**src/rtl/csa_pkg.sv**
```systemverilog
// Shared definitions for the sequential wide adder: slice width and the
// controller's state encoding.
package csa_pkg;

  localparam int SLICE_W = 16;

  typedef enum logic [1:0] {
    IDLE = 2'd0,
    RUN  = 2'd1,
    DONE = 2'd2
  } state_t;

endpackage

```
**src/rtl/csa16.sv**
```systemverilog
// 16-bit carry-select adder: the low byte ripples, and the high byte is
// precomputed for both carry values and picked by the low byte's carry.
module csa16 (
  input  logic [15:0] a,
  input  logic [15:0] b,
  input  logic        ci,
  output logic [15:0] s,
  output logic        co
);

  logic [8:0] lo;
  logic [8:0] hi0;
  logic [8:0] hi1;

  assign lo  = {1'b0, a[7:0]}  + {1'b0, b[7:0]}  + {8'd0, ci};
  assign hi0 = {1'b0, a[15:8]} + {1'b0, b[15:8]};
  assign hi1 = {1'b0, a[15:8]} + {1'b0, b[15:8]} + 9'd1;

  assign s  = {(lo[8] ? hi1[7:0] : hi0[7:0]), lo[7:0]};
  assign co = lo[8] ? hi1[8] : hi0[8];

endmodule

```
**src/rtl/csa_wide_seq.sv**
```systemverilog
// Sequential WORDS*16-bit adder: feeds one csa16 a slice per cycle, LSB
// first, chaining the carry through a register; result held behind valid/ready.
module csa_wide_seq
  import csa_pkg::*;
#(
  parameter int WORDS = 4
) (
  input  logic                     clk,
  input  logic                     rst_n,
  input  logic                     in_valid,
  output logic                     in_ready,
  input  logic [SLICE_W*WORDS-1:0] a,
  input  logic [SLICE_W*WORDS-1:0] b,
  input  logic                     ci,
  output logic                     out_valid,
  input  logic                     out_ready,
  output logic [SLICE_W*WORDS-1:0] s,
  output logic                     co,
  output logic                     ovf,
  output logic                     busy
);

  localparam int W     = SLICE_W * WORDS;
  localparam int CNT_W = (WORDS > 1) ? $clog2(WORDS) : 1;
  localparam logic [CNT_W-1:0] LAST = CNT_W'(WORDS - 1);

  state_t             state;
  logic [CNT_W-1:0]   cnt;
  logic [W-1:0]       a_reg;
  logic [W-1:0]       b_reg;
  logic [W-1:0]       s_reg;
  logic               carry;
  logic [SLICE_W-1:0] sl_a;
  logic [SLICE_W-1:0] sl_b;
  logic [SLICE_W-1:0] sl_s;
  logic               sl_co;
  logic               accept;

  // in_ready looks at out_ready only, never at in_valid, so a consumer
  // stall cannot form a combinational loop through a producer.
  assign in_ready = (state == IDLE) || ((state == DONE) && out_ready);
  assign accept   = in_valid && in_ready;

  assign sl_a = a_reg[cnt*SLICE_W +: SLICE_W];
  assign sl_b = b_reg[cnt*SLICE_W +: SLICE_W];

  csa16 u_csa16 (
    .a  (sl_a),
    .b  (sl_b),
    .ci (carry),
    .s  (sl_s),
    .co (sl_co)
  );

  always_ff @(posedge clk or negedge rst_n) begin
    if (!rst_n) begin
      // NOTE: datapath registers are reset too, so s/co/ovf read as zero
      // during and straight after reset rather than holding stale data.
      state <= IDLE;
      cnt   <= '0;
      a_reg <= '0;
      b_reg <= '0;
      s_reg <= '0;
      carry <= 1'b0;
    end else begin
      // NOTE: non-blocking assignments throughout, so every branch sees the
      // pre-edge values of cnt/carry regardless of statement order.
      case (state)
        IDLE: begin
          if (accept) begin
            a_reg <= a;
            b_reg <= b;
            carry <= ci;
            cnt   <= '0;
            state <= RUN;
          end
        end
        RUN: begin
          s_reg[cnt*SLICE_W +: SLICE_W] <= sl_s;
          carry                         <= sl_co;
          if (cnt == LAST) begin
            cnt   <= '0;
            state <= DONE;
          end else begin
            cnt <= cnt + 1'b1;
          end
        end
        DONE: begin
          if (accept) begin
            a_reg <= a;
            b_reg <= b;
            carry <= ci;
            cnt   <= '0;
            state <= RUN;
          end else if (out_ready) begin
            state <= IDLE;
          end
        end
        default: state <= IDLE;
      endcase
    end
  end

  assign out_valid = (state == DONE);
  assign busy      = (state == RUN);
  assign s         = s_reg;
  assign co        = carry;
  // Signed overflow: both operands share a sign that the sum does not.
  assign ovf       = (a_reg[W-1] == b_reg[W-1]) && (s_reg[W-1] != a_reg[W-1]);

endmodule

```
**config.mk**
```make
export PLATFORM = sky130hd
export DESIGN_NAME = csa_wide_seq
export DESIGN_NICKNAME = d
export VERILOG_FILES = /design/src/rtl/csa_pkg.sv /design/src/rtl/csa16.sv /design/src/rtl/csa_wide_seq.sv
export SDC_FILE = /design/constraint.sdc
export NUM_CORES = 1
export LEC_CHECK = 0
export BUFFER_PORTS_ARGS = -buffer_cell sky130_fd_sc_hd__buf_2
export CAP_MARGIN = 40
export CORE_MARGIN = 2
export CORE_UTILIZATION = 45
export DETAILED_ROUTE_END_ITERATION = 6
export PLACE_DENSITY = 0.71
export SYNTH_ARGS = -nofsm -noshare
export SYNTH_HDL_FRONTEND = slang
export SYNTH_SLANG_ARGS = --single-unit
```
**constraint.sdc**
```tcl
create_clock -name clk -period 3.8 [get_ports clk]
set_input_delay 1.14 -clock clk [delete_from_list [all_inputs] [get_ports clk]]
set_output_delay 1.14 -clock clk [all_outputs]
set_load 0.005 [all_outputs]
```
==> flow_summary.json, run 1 <==
{
  "status": "completed",
  "drt-total-wl_um": 22300,
  "path_clk_slew_ns": 0.07,
  "grt_pass1_wl_um": 36100,
  "r2r_setup_slack_ns": 0.28,
  "drt_iter0_markers": 564,
  "cts-root-buf": "clkbuf_16",
  "grt_usage": 0.215,
  "period_minus_slack_ns": 3.52,
  "worstSkewPairLatency_ns": 0.43,
  "die_h_um": 146,
  "r2r_cells": 9,
  "critPathMaxFanout": 18,
  "fin_crit_sh": 0.925,
  "ios": 202,
  "place_area_um2": 10400,
  "vias": 7156,
  "critPathBufInv": 1,
  "synthCells": 912,
  "hold_path_end": "b_reg[13]",
  "ys_seq_area_frac": 0.546,
  "die_area_um2": 21200,
  "grt-ovfl-total": 0,
  "ys_ff_latch": 197,
  "yosys_most_used_dff": "dfrtp_1",
  "core_area_um2": 19600,
  "clock_path_buffers": 2,
  "cts_hold_buf": 0,
  "slowest_delay_ns": 0.61,
  "grt_max_degree": 130,
  "std_cell_rows": 51,
  "skew_ns": 0.0103,
  "rsz0062_at_grt": "no",
  "cts_buffers": 17,
  "synth_nets": 1070,
  "cts_setup_buffers": 0,
  "antenna_found_initial": 0,
  "yosys_warnings": 0,
  "drv_cap": 0,
  "place_congestion": 0.804,
  "h-tree-depth": 4,
  "dpl.hpwl_um": 16400,
  "clkSinkCount": 197,
  "slew_headroom": 0.449,
  "cp_top_family": "compound AO/OA/AOI/OAI gates",
  "dr.pass1.iters": 5,
  "power.share.switching": 0.429,
  "most-common-layout-cells": "427 x nand2_1, 200 x buf_2, 195 x dfrtp_1",
  "hold_depth": 2,
  "p_clk_frac": 0.153,
  "slowest_stage": "dfrtp_4",
  "drc": 0,
  "hold_path_class": "flip-flop to flip-flop",
  "leakagePower_nw": 5.76,
  "r2r_start": "cnt[0]",
  "p_per_area_nw_per_um2": 1010,
  "fin_setup_tns_ns": 0,
  "diodes": 0,
  "critPathRequiredTime_ns": 4.11,
  "ys_types": 51,
  "r2r_end": "s[63]",
  "die_w_um": 146,
  "nNetsFinal": 1257,
  "via_per_inst": 5.20,
  "p_sw_w": 0.00475,
  "final_common_cell": "nand2_1",
  "worstPathArrival_ns": 3.83,
  "combPwrFrac": 0.522,
  "ir_drop_v": 0.000466,
  "final_layout_size_suffix_gt1_frac": 0.258,
  "cts_tree": "yes",
  "worstSetupPathType": "flip-flop to flip-flop",
  "portBuffers": 201,
  "maxSlewViolCount": 0,
  "p_int_w": 0.00633,
  "holdWs_ns": 0.473,
  "ant_nets": 0,
  "design_area_um2": 10900,
  "syn_avg_cell_area_um2": 9.91,
  "pwr-share-seq": 0.326,
  "setup_viol": 0,
  "worstHoldStart": "b_reg[13]",
  "start_util": 0.461,
  "synth-async-reset-ratio": 1.00,
  "grt_pass1_vias": 6952,
  "synth_edf_count": 0,
  "area_growth_pct": 20.8,
  "ctsResizeCount": 0,
  "synthesis.area_um2": 9030,
  "wl_per_cell_um": 16.2,
  "hold_viol_final": 0,
  "path_cells": "buf_4, mux4_2, ha_1, o211ai_1, a21oi_1, o41a_1, nand4_1, or3b_4, a32o_1",
  "crit_path_start_kind": "flip-flop",
  "fmax_mhz": 284,
  "worstMarginPinSlew_ns": 0.827,
  "worst-path-stages": 9,
  "setup.worst_path.end_class": "flip-flop"
}
## metrics by stage
| stage | total power, W | worst slack (ns) | instances | util |
|---|---|---|---|---|
| floorplan | 0.00760 | 0.0818 | 912 | - |
| global placement | 0.00926 | 0.317 | 1344 | 0.529 |
| CTS | 0.0111 | 0.208 | 1376 | 0.557 |
| global route | 0.0120 | 0.0181 | 1376 | 0.557 |
| finish | 0.0111 | 0.284 | 1376 | 0.557 |
| detailed placement | 0.00940 | 0.223 | 1345 | 0.529 |
## synthesized netlist by cell type, drive strengths merged, types with 5 or more instances
library cell	n	area [um^2]
nor3	10	55.1
nand2	428	1610
nor2	17	63.8
nand4	5	31.3
inv	13	48.8
o21ai	30	150
ha	22	275
buf	6	27.5
a21oi	7	35.0
xor2	6	52.6
a22o	37	324
dfrtp	197	4930
mux4	32	721
nand2b	6	37.5
xnor2	8	70.1
clkbuf	37	139
## per-layer routing
layer  up-vias  GRT usage  wire, um
met5         -          0         0
met4         0     0.0603       402
met3        25     0.0458      1500
met2       276      0.306      9580
met1      3435      0.334     10800
li1       3420          -         -
## logic make-up after synthesis
kind of cell | Yosys count | share of synthesized area
AO/OA/AOI/OAI | 107 | 0.0903
buffers and inverters | 56 | 0.0238
XOR/XNOR | 14 | 0.0136
AND/OR/NAND/NOR | 481 | 0.210
flip-flops | 197 | 0.546
multiplexers | 32 | 0.0798
adder cells (fa/ha/maj) | 25 | 0.0371
## area by class of cell
type	instances	area (um^2)
fill	1725	8670
sequential	197	4930
multi-input combinational	659	3900
timing repair buffer	211	1150
clock buffer	19	443
tap	265	332
clock inverter	12	105
inverter	13	48.8
## worst max-delay path by stage
| stage | startpoint | to | slack [ns] |
|---|---|---|---|
| global route | cnt[0] | s[63] | 0.02 |
| finish | cnt[0] | s[63] | 0.28 |
| CTS | cnt[0] | s[63] | 0.21 |
| floorplan | cnt[0] | s[14] | 0.08 |
| detailed placement | cnt[0] | s[63] | 0.22 |
| global placement | cnt[0] | s[47] | 0.32 |
## worst min-delay path, delay by kind of cell (launching register included)
| kind | cells | cell delay [ns] |
|---|---|---|
| and+or+nand+nor | 2 | 0.10 |
| DFF | 1 | 0.34 |
## power groups by stage
stage          logic [W]  clock network, W  registers (W)
2_1_floorplan    0.00418                 0        0.00342
3_3_place_gp     0.00563                 0        0.00362
3_5_place_dp     0.00576                 0        0.00364
4_1_cts          0.00580           0.00173        0.00360
5_1_grt          0.00644           0.00180        0.00372
6_report         0.00578           0.00169        0.00361
No activity file was read; power rests on OpenSTA's default activity.
==> run 2: changes to the inputs <==
--- a/config.mk
+++ b/config.mk
@@ -10,6 +10,7 @@
 export CORE_MARGIN = 2
 export CORE_UTILIZATION = 45
 export DETAILED_ROUTE_END_ITERATION = 6
+export MAX_ROUTING_LAYER = met4
 export PLACE_DENSITY = 0.71
 export SYNTH_ARGS = -nofsm -noshare
 export SYNTH_HDL_FRONTEND = slang
==> run 2 against run 1 <==
Cell area unchanged. Clock-buffer cell count unchanged. Via count shrank 0.17%. Sequential power is essentially flat. Sequential share of layout area unchanged. Non-clock buffer count unchanged. Setup slack gained 0.0022 ns. Combinational power barely moved. Die area stayed put. Global-route usage up 0.69 points. Sequential cell count is the same. Critical endpoint unchanged. Highest routed layer unchanged.
==> flow_summary.json, run 2 (synthesized netlist as in run 1, its figures left out) <==
{
  "path_clk_slew_ns": 0.07,
  "fin_crit_sh": 0.925,
  "setup_viol": 0,
  "worstMarginPinSlew_ns": 0.819,
  "hold_viol_final": 0,
  "post-route-util": 0.557,
  "status": "completed",
  "antenna_found_initial": 0,
  "cts_tree": "yes",
  "drt_iter0_markers": 621,
  "most-common-layout-cells": "427 x nand2_1, 200 x buf_2, 195 x dfrtp_1",
  "die_area_um2": 21200,
  "die_w_um": 146,
  "via_per_inst": 5.19,
  "wl_per_cell_um": 16.2,
  "grt-ovfl-total": 0,
  "grt_pass1_vias": 6950,
  "vias": 7144,
  "setup.worst_path.end_class": "flip-flop",
  "grt_max_degree": 130,
  "period_minus_slack_ns": 3.51,
  "nNetsFinal": 1257,
  "p_per_area_nw_per_um2": 1010,
  "crit_path_start_kind": "flip-flop",
  "diodes": 0,
  "dr.pass1.iters": 4,
  "leakagePower_nw": 5.76,
  "dp_slack_ns": 0.223,
  "cts_hold_buf": 0,
  "area_growth_pct": 20.8,
  "fin_ws_ns": 0.287,
  "core_area_um2": 19600,
  "r2r_setup_slack_ns": 0.29,
  "clock_path_buffers": 2,
  "r2r_start": "cnt[0]",
  "maxSlewViolCount": 0,
  "worstSetupPathType": "flip-flop to flip-flop",
  "critPathMaxFanout": 18,
  "ant_nets": 0,
  "h-tree-depth": 4,
  "critPathRequiredTime_ns": 4.11,
  "cts_buffers": 17,
  "final_common_cell": "nand2_1",
  "worstPathArrival_ns": 3.82,
  "ios": 202,
  "start_util": 0.461,
  "ir_drop_v": 0.000460,
  "slew_headroom": 0.454,
  "fin_setup_tns_ns": 0,
  "place_congestion": 0.816,
  "dpl.hpwl_um": 16400,
  "grt_pass1_wl_um": 36100,
  "die_h_um": 146,
  "clkSinkCount": 197,
  "portBuffers": 201,
  "drt-total-wl_um": 22200,
  "fmax_mhz": 285,
  "crit_start": "cnt[0]",
  "drv_cap": 0,
  "grt_usage": 0.222,
  "cts-root-buf": "clkbuf_16",
  "std_cell_rows": 51,
  "final_layout_size_suffix_gt1_frac": 0.258,
  "rsz0062_at_grt": "no",
  "hold_path_class": "flip-flop to flip-flop",
  "worstHoldStart": "b_reg[13]",
  "skew_ns": 0.0116,
  "worstSkewPairLatency_ns": 0.43,
  "drc": 0
}
## run 2: critical path, cell delays in order, from the launching register on
cell and delay [ns]:
dfrtp_4 0.61, buf_4 0.24, mux4_2 0.55, ha_1 0.38, o211ai_1 0.11, a21oi_1 0.18, o41a_1 0.36, nand4_1 0.22
or3b_4 0.47, a32o_1 0.27
## run 2: where the power goes
part	switching [W]	internal, W	total, W
clock	0.000777	0.000917	0.00169
combinational	0.00338	0.00239	0.00578
sequential	0.000590	0.00301	0.00360
## run 2: through the flow
stage	hold WS, ns	instance area, um^2	total power [W]	instances
2_1_floorplan	0.440	9030	0.00760	912
3_3_place_gp	0.453	10400	0.00926	1344
3_5_place_dp	0.458	10400	0.00940	1345
4_1_cts	0.474	10900	0.0111	1376
5_1_grt	0.501	10900	0.0120	1376
6_report	0.473	10900	0.0111	1376
## run 2: metal layers
layer,vias up,GRT usage,routed length (um)
li1,3424,-,-
met5,-,-,0
met4,0,0.0603,395
met3,24,0.0455,1460
met1,3440,0.335,10900
met2,256,0.306,9530
## run 2: worst paths after layout
kind,to,cells past startpoint
setup / recovery,s[63],9
hold reg to reg,b_reg[13],2
hold / removal,b_reg[13],2
min in group asynchronous,b_reg[52],1
max in group asynchronous,s[8],2
setup reg to reg,s[63],9
## run 2: layout make-up
class,count,area [um^2]
Fill cell,1725,8670
Tap cell,265,332
Clock inverter,12,105
Timing Repair Buffer,211,1150
Clock buffer,19,443
Sequential cell,197,4930
Inverter,13,48.8
Multi-Input combinational cell,659,3900
## run 2: repair_timing
item,4_1_cts,5_1_grt
setup buffers,0,0
endpoints found under the hold margin,0,0
setup endpoints to repair,0,4
gates resized for setup,0,1
